`config.mk`:
```
export PLATFORM = sky130hd
export DESIGN_NAME = eq_sweep_driver_flat
export DESIGN_NICKNAME = d
export VERILOG_FILES = /design/src/rtl/eq_sweep_driver_if.sv /design/src/rtl/eq_sweep_driver.sv /design/src/flat_wrapper.sv
export SDC_FILE = /design/constraint.sdc
export NUM_CORES = 1
export LEC_CHECK = 0
export CELL_PAD_IN_SITES_DETAIL_PLACEMENT = 1
export CELL_PAD_IN_SITES_GLOBAL_PLACEMENT = 1
export CORE_AREA = 4 4 75 77
export CTS_CLUSTER_SIZE = 14
export DETAILED_ROUTE_END_ITERATION = 10
export DIE_AREA = 0 0 79 81
export GPL_TIMING_DRIVEN = 0
export PLACE_DENSITY = 0.82
export SKIP_CTS_REPAIR_TIMING = 1
export SYNTH_ARGS = -nofsm -noshare
export SYNTH_HDL_FRONTEND = slang
export SYNTH_SLANG_ARGS = --single-unit
```
`constraint.sdc`:
```
create_clock -name clk -period 2.7 [get_ports clk]
set_clock_uncertainty 0.2 [all_clocks]
set_input_delay 0.54 -clock clk [delete_from_list [all_inputs] [get_ports clk]]
set_output_delay 0.54 -clock clk [all_outputs]
set_load 0.03 [all_outputs]
```
`src/rtl/eq_sweep_driver_if.sv`:
```
// Operand/handshake bundle between the sweep driver (master) and the
// comparator-under-test plus its controller (slave).
interface eq_sweep_driver_if;
    logic       start;
    logic       abort;
    logic       res;
    logic [3:0] a;
    logic [3:0] b;
    logic       set;
    logic       busy;
    logic       done;
    logic [8:0] match_cnt;
    logic [8:0] err_cnt;

    modport master (
        input  start, abort, res,
        output a, b, set, busy, done, match_cnt, err_cnt
    );

    modport slave (
        output start, abort, res,
        input  a, b, set, busy, done, match_cnt, err_cnt
    );
endinterface

```
`src/rtl/eq_sweep_driver.sv`:
```
// Exhaustive 4-bit equality-comparator sweep: drives all 256 {a,b} pairs and
// tallies matches/errors. Define EQ_SWEEP_STOP_ON_ERR_EN to halt on first error.
module eq_sweep_driver #(
    parameter int RES_LAT = 1
) (
    input  logic              clk,
    input  logic              rst_n,
    eq_sweep_driver_if.master bus
);

    localparam logic [2:0] S_IDLE  = 3'd0;
    localparam logic [2:0] S_DRIVE = 3'd1;
    localparam logic [2:0] S_WAIT  = 3'd2;
    localparam logic [2:0] S_CHECK = 3'd3;
    localparam logic [2:0] S_DONE  = 3'd4;

    localparam logic [3:0] LAT_M1 = 4'(RES_LAT - 1);

    logic [2:0] state;
    logic       armed;
    logic [7:0] idx;
    logic [3:0] wait_cnt;
    logic [8:0] match_cnt;
    logic [8:0] err_cnt;
    logic       pair_err;

    assign pair_err = (bus.res != (idx[7:4] == idx[3:0]));

    // start clears and arms in the same cycle; the sweep launches one cycle later
    always_ff @(posedge clk or negedge rst_n) begin
        if (!rst_n) begin
            state     <= S_IDLE;
            armed     <= 1'b0;
            idx       <= 8'd0;
            wait_cnt  <= 4'd0;
            match_cnt <= 9'd0;
            err_cnt   <= 9'd0;
        end else if (bus.abort) begin
            state <= S_IDLE;
            armed <= 1'b0;
        end else begin
            case (state)
                S_IDLE, S_DONE: begin
                    if (armed) begin
                        armed <= 1'b0;
                        state <= S_DRIVE;
                    end else if (bus.start) begin
                        idx       <= 8'd0;
                        match_cnt <= 9'd0;
                        err_cnt   <= 9'd0;
                        armed     <= 1'b1;
                        state     <= S_IDLE;
                    end
                end
                S_DRIVE: begin
                    wait_cnt <= LAT_M1;
                    state    <= S_WAIT;
                end
                S_WAIT: begin
                    if (wait_cnt == 4'd0) begin
                        state <= S_CHECK;
                    end else begin
                        wait_cnt <= wait_cnt - 4'd1;
                    end
                end
                S_CHECK: begin
                    if (bus.res) begin
                        match_cnt <= match_cnt + 9'd1;
                    end
                    if (pair_err) begin
                        err_cnt <= err_cnt + 9'd1;
                    end
`ifdef EQ_SWEEP_STOP_ON_ERR_EN
                    // failing pair stays on a/b for inspection
                    if (pair_err) begin
                        state <= S_DONE;
                    end else begin
                        idx   <= idx + 8'd1;
                        state <= (idx == 8'hFF) ? S_DONE : S_DRIVE;
                    end
`else
                    idx   <= idx + 8'd1;
                    state <= (idx == 8'hFF) ? S_DONE : S_DRIVE;
`endif
                end
                default: begin
                    state <= S_IDLE;
                end
            endcase
        end
    end

    assign bus.a         = idx[7:4];
    assign bus.b         = idx[3:0];
    assign bus.set       = (state == S_DRIVE);
    assign bus.busy      = (state == S_DRIVE) || (state == S_WAIT) || (state == S_CHECK);
    assign bus.done      = (state == S_DONE);
    assign bus.match_cnt = match_cnt;
    assign bus.err_cnt   = err_cnt;

endmodule

```
`src/flat_wrapper.sv`:
```
// flat-port wrapper written by rule: the top's interface ports become plain ports
module eq_sweep_driver_flat 
#(
    parameter int RES_LAT = 1
)
  (clk, rst_n, bus_start, bus_abort, bus_res, bus_a, bus_b, bus_set, bus_busy, bus_done, bus_match_cnt, bus_err_cnt);
  eq_sweep_driver_if bus_i ();
  input  logic clk;
  input  logic rst_n;
  input wire logic [$bits(bus_i.start)-1:0] bus_start;
  input wire logic [$bits(bus_i.abort)-1:0] bus_abort;
  input wire logic [$bits(bus_i.res)-1:0] bus_res;
  output wire logic [$bits(bus_i.a)-1:0] bus_a;
  output wire logic [$bits(bus_i.b)-1:0] bus_b;
  output wire logic [$bits(bus_i.set)-1:0] bus_set;
  output wire logic [$bits(bus_i.busy)-1:0] bus_busy;
  output wire logic [$bits(bus_i.done)-1:0] bus_done;
  output wire logic [$bits(bus_i.match_cnt)-1:0] bus_match_cnt;
  output wire logic [$bits(bus_i.err_cnt)-1:0] bus_err_cnt;
  assign bus_i.start = bus_start;
  assign bus_i.abort = bus_abort;
  assign bus_i.res = bus_res;
  assign bus_a = bus_i.a;
  assign bus_b = bus_i.b;
  assign bus_set = bus_i.set;
  assign bus_busy = bus_i.busy;
  assign bus_done = bus_i.done;
  assign bus_match_cnt = bus_i.match_cnt;
  assign bus_err_cnt = bus_i.err_cnt;
  eq_sweep_driver #(.RES_LAT(RES_LAT)) u_core (.clk(clk), .rst_n(rst_n), .bus(bus_i));
endmodule
```
==> impl_metrics.ini, run 1 <==
[setup_path]
start_kind = register
reg2reg_depth = 6
r2r_setup_slack_ps = 340
slowest_delay_ps = 680
crit_buf_inv = 2
worstPathArrival_ps = 1770
endpoint_kind = output port
r2r-start = u_core.state[2]
path_class = register to output port
critPathMaxFanout = 10
required_ps = 1960
r2r-end = u_core.bus.err_cnt[3]
cp_cell_sequence = buf_2 -> nand2b_1 -> nor2_1 -> clkdlybuf4s50_1
critPathSlowestCell = clkdlybuf4s50_1
path_delay_family = buffers and inverters

[synth]
synth_top_area_share_pct = 45.61
synth_edf_count = 0
avgSynthCellArea_um2 = 9.012
synth_area_leaders = dfrtp_1 (46%), o21ai_0 (7.5%), nor2_1 (4.2%)
ys_types = 39
synth.ff_latch_count = 34
ys_warn_count = 0
synth_area_um2 = 1866
synth_ff_type = dfrtp_1
yosysTopAreaCell = dfrtp_1
synth_nets = 216
syn_inst = 207
postSynth.asyncResetShare_pct = 100.0
ys_seq_area_share_pct = 45.61

[timing]
fmax_mhz = 398.2
whs_ps = 129.7
fin_crit_ps = 2511
timing.final.crit_share_pct = 93.00
slew_violations = 0
hold_viol_final = 0
rsz0062_at_grt = no
setup_viol = 0
worst_pin_slew_ps = 779.9
slew_headroom_pct = 48.01

[final_layout]
mostFrequentLayoutCell = dfrtp_1
n_antenna_cell = 0
syn_to_final_growth_pct = 26.69
regArea_um2 = 850.8
multi_input_area_um2 = 965.9
final_net_count = 256
layoutNonFillerInstCount = 317
final_cell_mix = dfrtp_1 (34), clkdlybuf4s50_1 (30), o21ai_0 (28), nor2_1 (20), nand2_1 (20)
drive_above_1_share_pct = 6.073
nFillCells = 622

[drt]
drt_iter0_markers = 72
dr.pass1.iters = 4
wirelength_um = 4965
avgRoutedWirePerCell_um = 15.66
vias = 1703
viasPerCell = 5.372
ant_nets = 0
post-route-drc-count = 0

[floorplan]
die_h_um = 81
ioPinCount = 34
start_util_pct = 37.24
die_area_um2 = 6399
rows = 26
core_region_area_um2 = 5010
die_x_um = 79

[power_and_ir_drop]
p_int_uw = 899.4
powerDensity_nw_per_um2 = 577.9
p_seq_share_pct = 42.5
swShare_pct = 34.15
leakagePower_nw = 1.032
power.net_switching_uw = 466.5
vdd_drop_max_uv = 217.0
clkPwrFrac_pct = 26.3
pwr-share-comb_pct = 31.2

[grt]
gr-usage-all-layers_pct = 16.75
grt_pass1_wl_um = 8369
antenna_found_initial = 0
globalRouteOverflowTotal = 0
grt_pass1_vias = 1769
grt_start_max_net_pins = 35

[placement]
port_buffers = 32
post-dp-hpwl_um = 3565
place_congestion = 0.7478
dp.cells = 309

[cts]
clk_path_buf_depth = 2
cts.sinks = 34
ctsHtreeMaxLevel = 2
clk_pin_slew_ps = 70
cts_tree = done
clock_latency_ps = 280
cts_buffers = 5
ctsRootBufferMaster = clkbuf_8

[run]
maxCapViolations = 0

[worst_hold_path]
hold_class = input pin to asynchronous set/reset pin

[run_status]
status = finished, final reports clean
[cells by family (layout without fill, tap and decap cells)]
logic type	Yosys count	in the layout	share of synthesized area, %
and+or+nand+nor	88	88	24.61
AOI/OAI and AO/OA	52	52	16.30
DFF	34	34	45.61
xor gates and xnor gates	14	14	6.573
buffers and inverters	13	53	3.085
adders and majority gates	4	4	2.683
muxes	2	2	1.140
[how the worst max path moves through the flow]
stage	end	cells past startpoint	from
final	bus_set	4	u_core.state[1]
after global routing	u_core.idx[3]	6	bus_start
after CTS	u_core.bus.err_cnt[7]	6	u_core.state[2]
after global placement	u_core.idx[5]	6	bus_start
after floorplan	u_core.bus.err_cnt[3]	5	u_core.idx[4]
after detailed placement	u_core.bus.err_cnt[7]	6	bus_res
[cell type report]
type	count	share of cell area, %
Multi-Input combinational cell	160	40.87
Buffer	9	1.800
Sequential cell	34	36.00
Tap cell	70	3.706
Timing Repair Buffer	33	13.76
Inverter	4	0.6353
Clock buffer	7	3.229
[per-layer routing]
layer	track usage, %	vias to the layer above	wire, µm
met5	0	-	0
met4	5.155	0	62
met3	3.991	8	175
met2	29.21	29	2410
met1	20.51	844	2317
li1	-	822	-
[cell usage after synthesis, drive strengths merged, types with 2 or more instances]
master and count:
a31oi 4, nor4 4, a21oi 7, nand2 20, o21ai 28, buf 2, xnor2 8, o31ai 3
nand4 3, dfrtp 34, nand2b 6, and3 7, a21o 2, nor2 21, o41ai 2, nand3 11
xor2 6, a22o 2, clkbuf 7, ha 4, or4 2, inv 4, nand3b 2, nor3 6
[state kept, by name, indices dropped and copies added, names as in the netlist]
| signal | count |
|---|---|
| u_core.armed | 1 |
| u_core.bus.err_cnt | 9 |
| u_core.bus.match_cnt | 9 |
| u_core.idx | 8 |
| u_core.state | 3 |
| u_core.wait_cnt | 4 |
[stage by stage]
step	setup TNS (ps)	setup slack (ps)	util (%)	instance area, µm²	power [mW]
3_5_place_dp	-3065	-252.9	45.28	2268	1.009
3_3_place_gp	-2315	-202.6	45.38	2273	0.9925
2_1_floorplan	0	445.4	-	1866	0.8813
5_1_grt	0	94.45	47.18	2364	1.448
6_report	0	188.9	47.18	2364	1.366
4_1_cts	-218.1	-60.94	46.80	2345	1.372
[power by group through the flow]
stage	logic, mW	registers (mW)	clock network (mW)
after floorplan	0.290	0.592	0
after global placement	0.406	0.587	0
after detailed placement	0.419	0.590	0
after CTS	0.420	0.580	0.372
after global routing	0.473	0.587	0.388
final	0.426	0.581	0.359
Power figures use the tool's default switching activity.
==> inputs of run 2 (changes only) <==
--- a/config.mk
+++ b/config.mk
@@ -5,6 +5,7 @@
 export SDC_FILE = /design/constraint.sdc
 export NUM_CORES = 1
 export LEC_CHECK = 0
+export CAP_MARGIN = 15
 export CELL_PAD_IN_SITES_DETAIL_PLACEMENT = 1
 export CELL_PAD_IN_SITES_GLOBAL_PLACEMENT = 1
 export CORE_AREA = 4 4 75 77
==> results of run 2 <==
Final layout, timing and power as in run 1 (identical DEF).
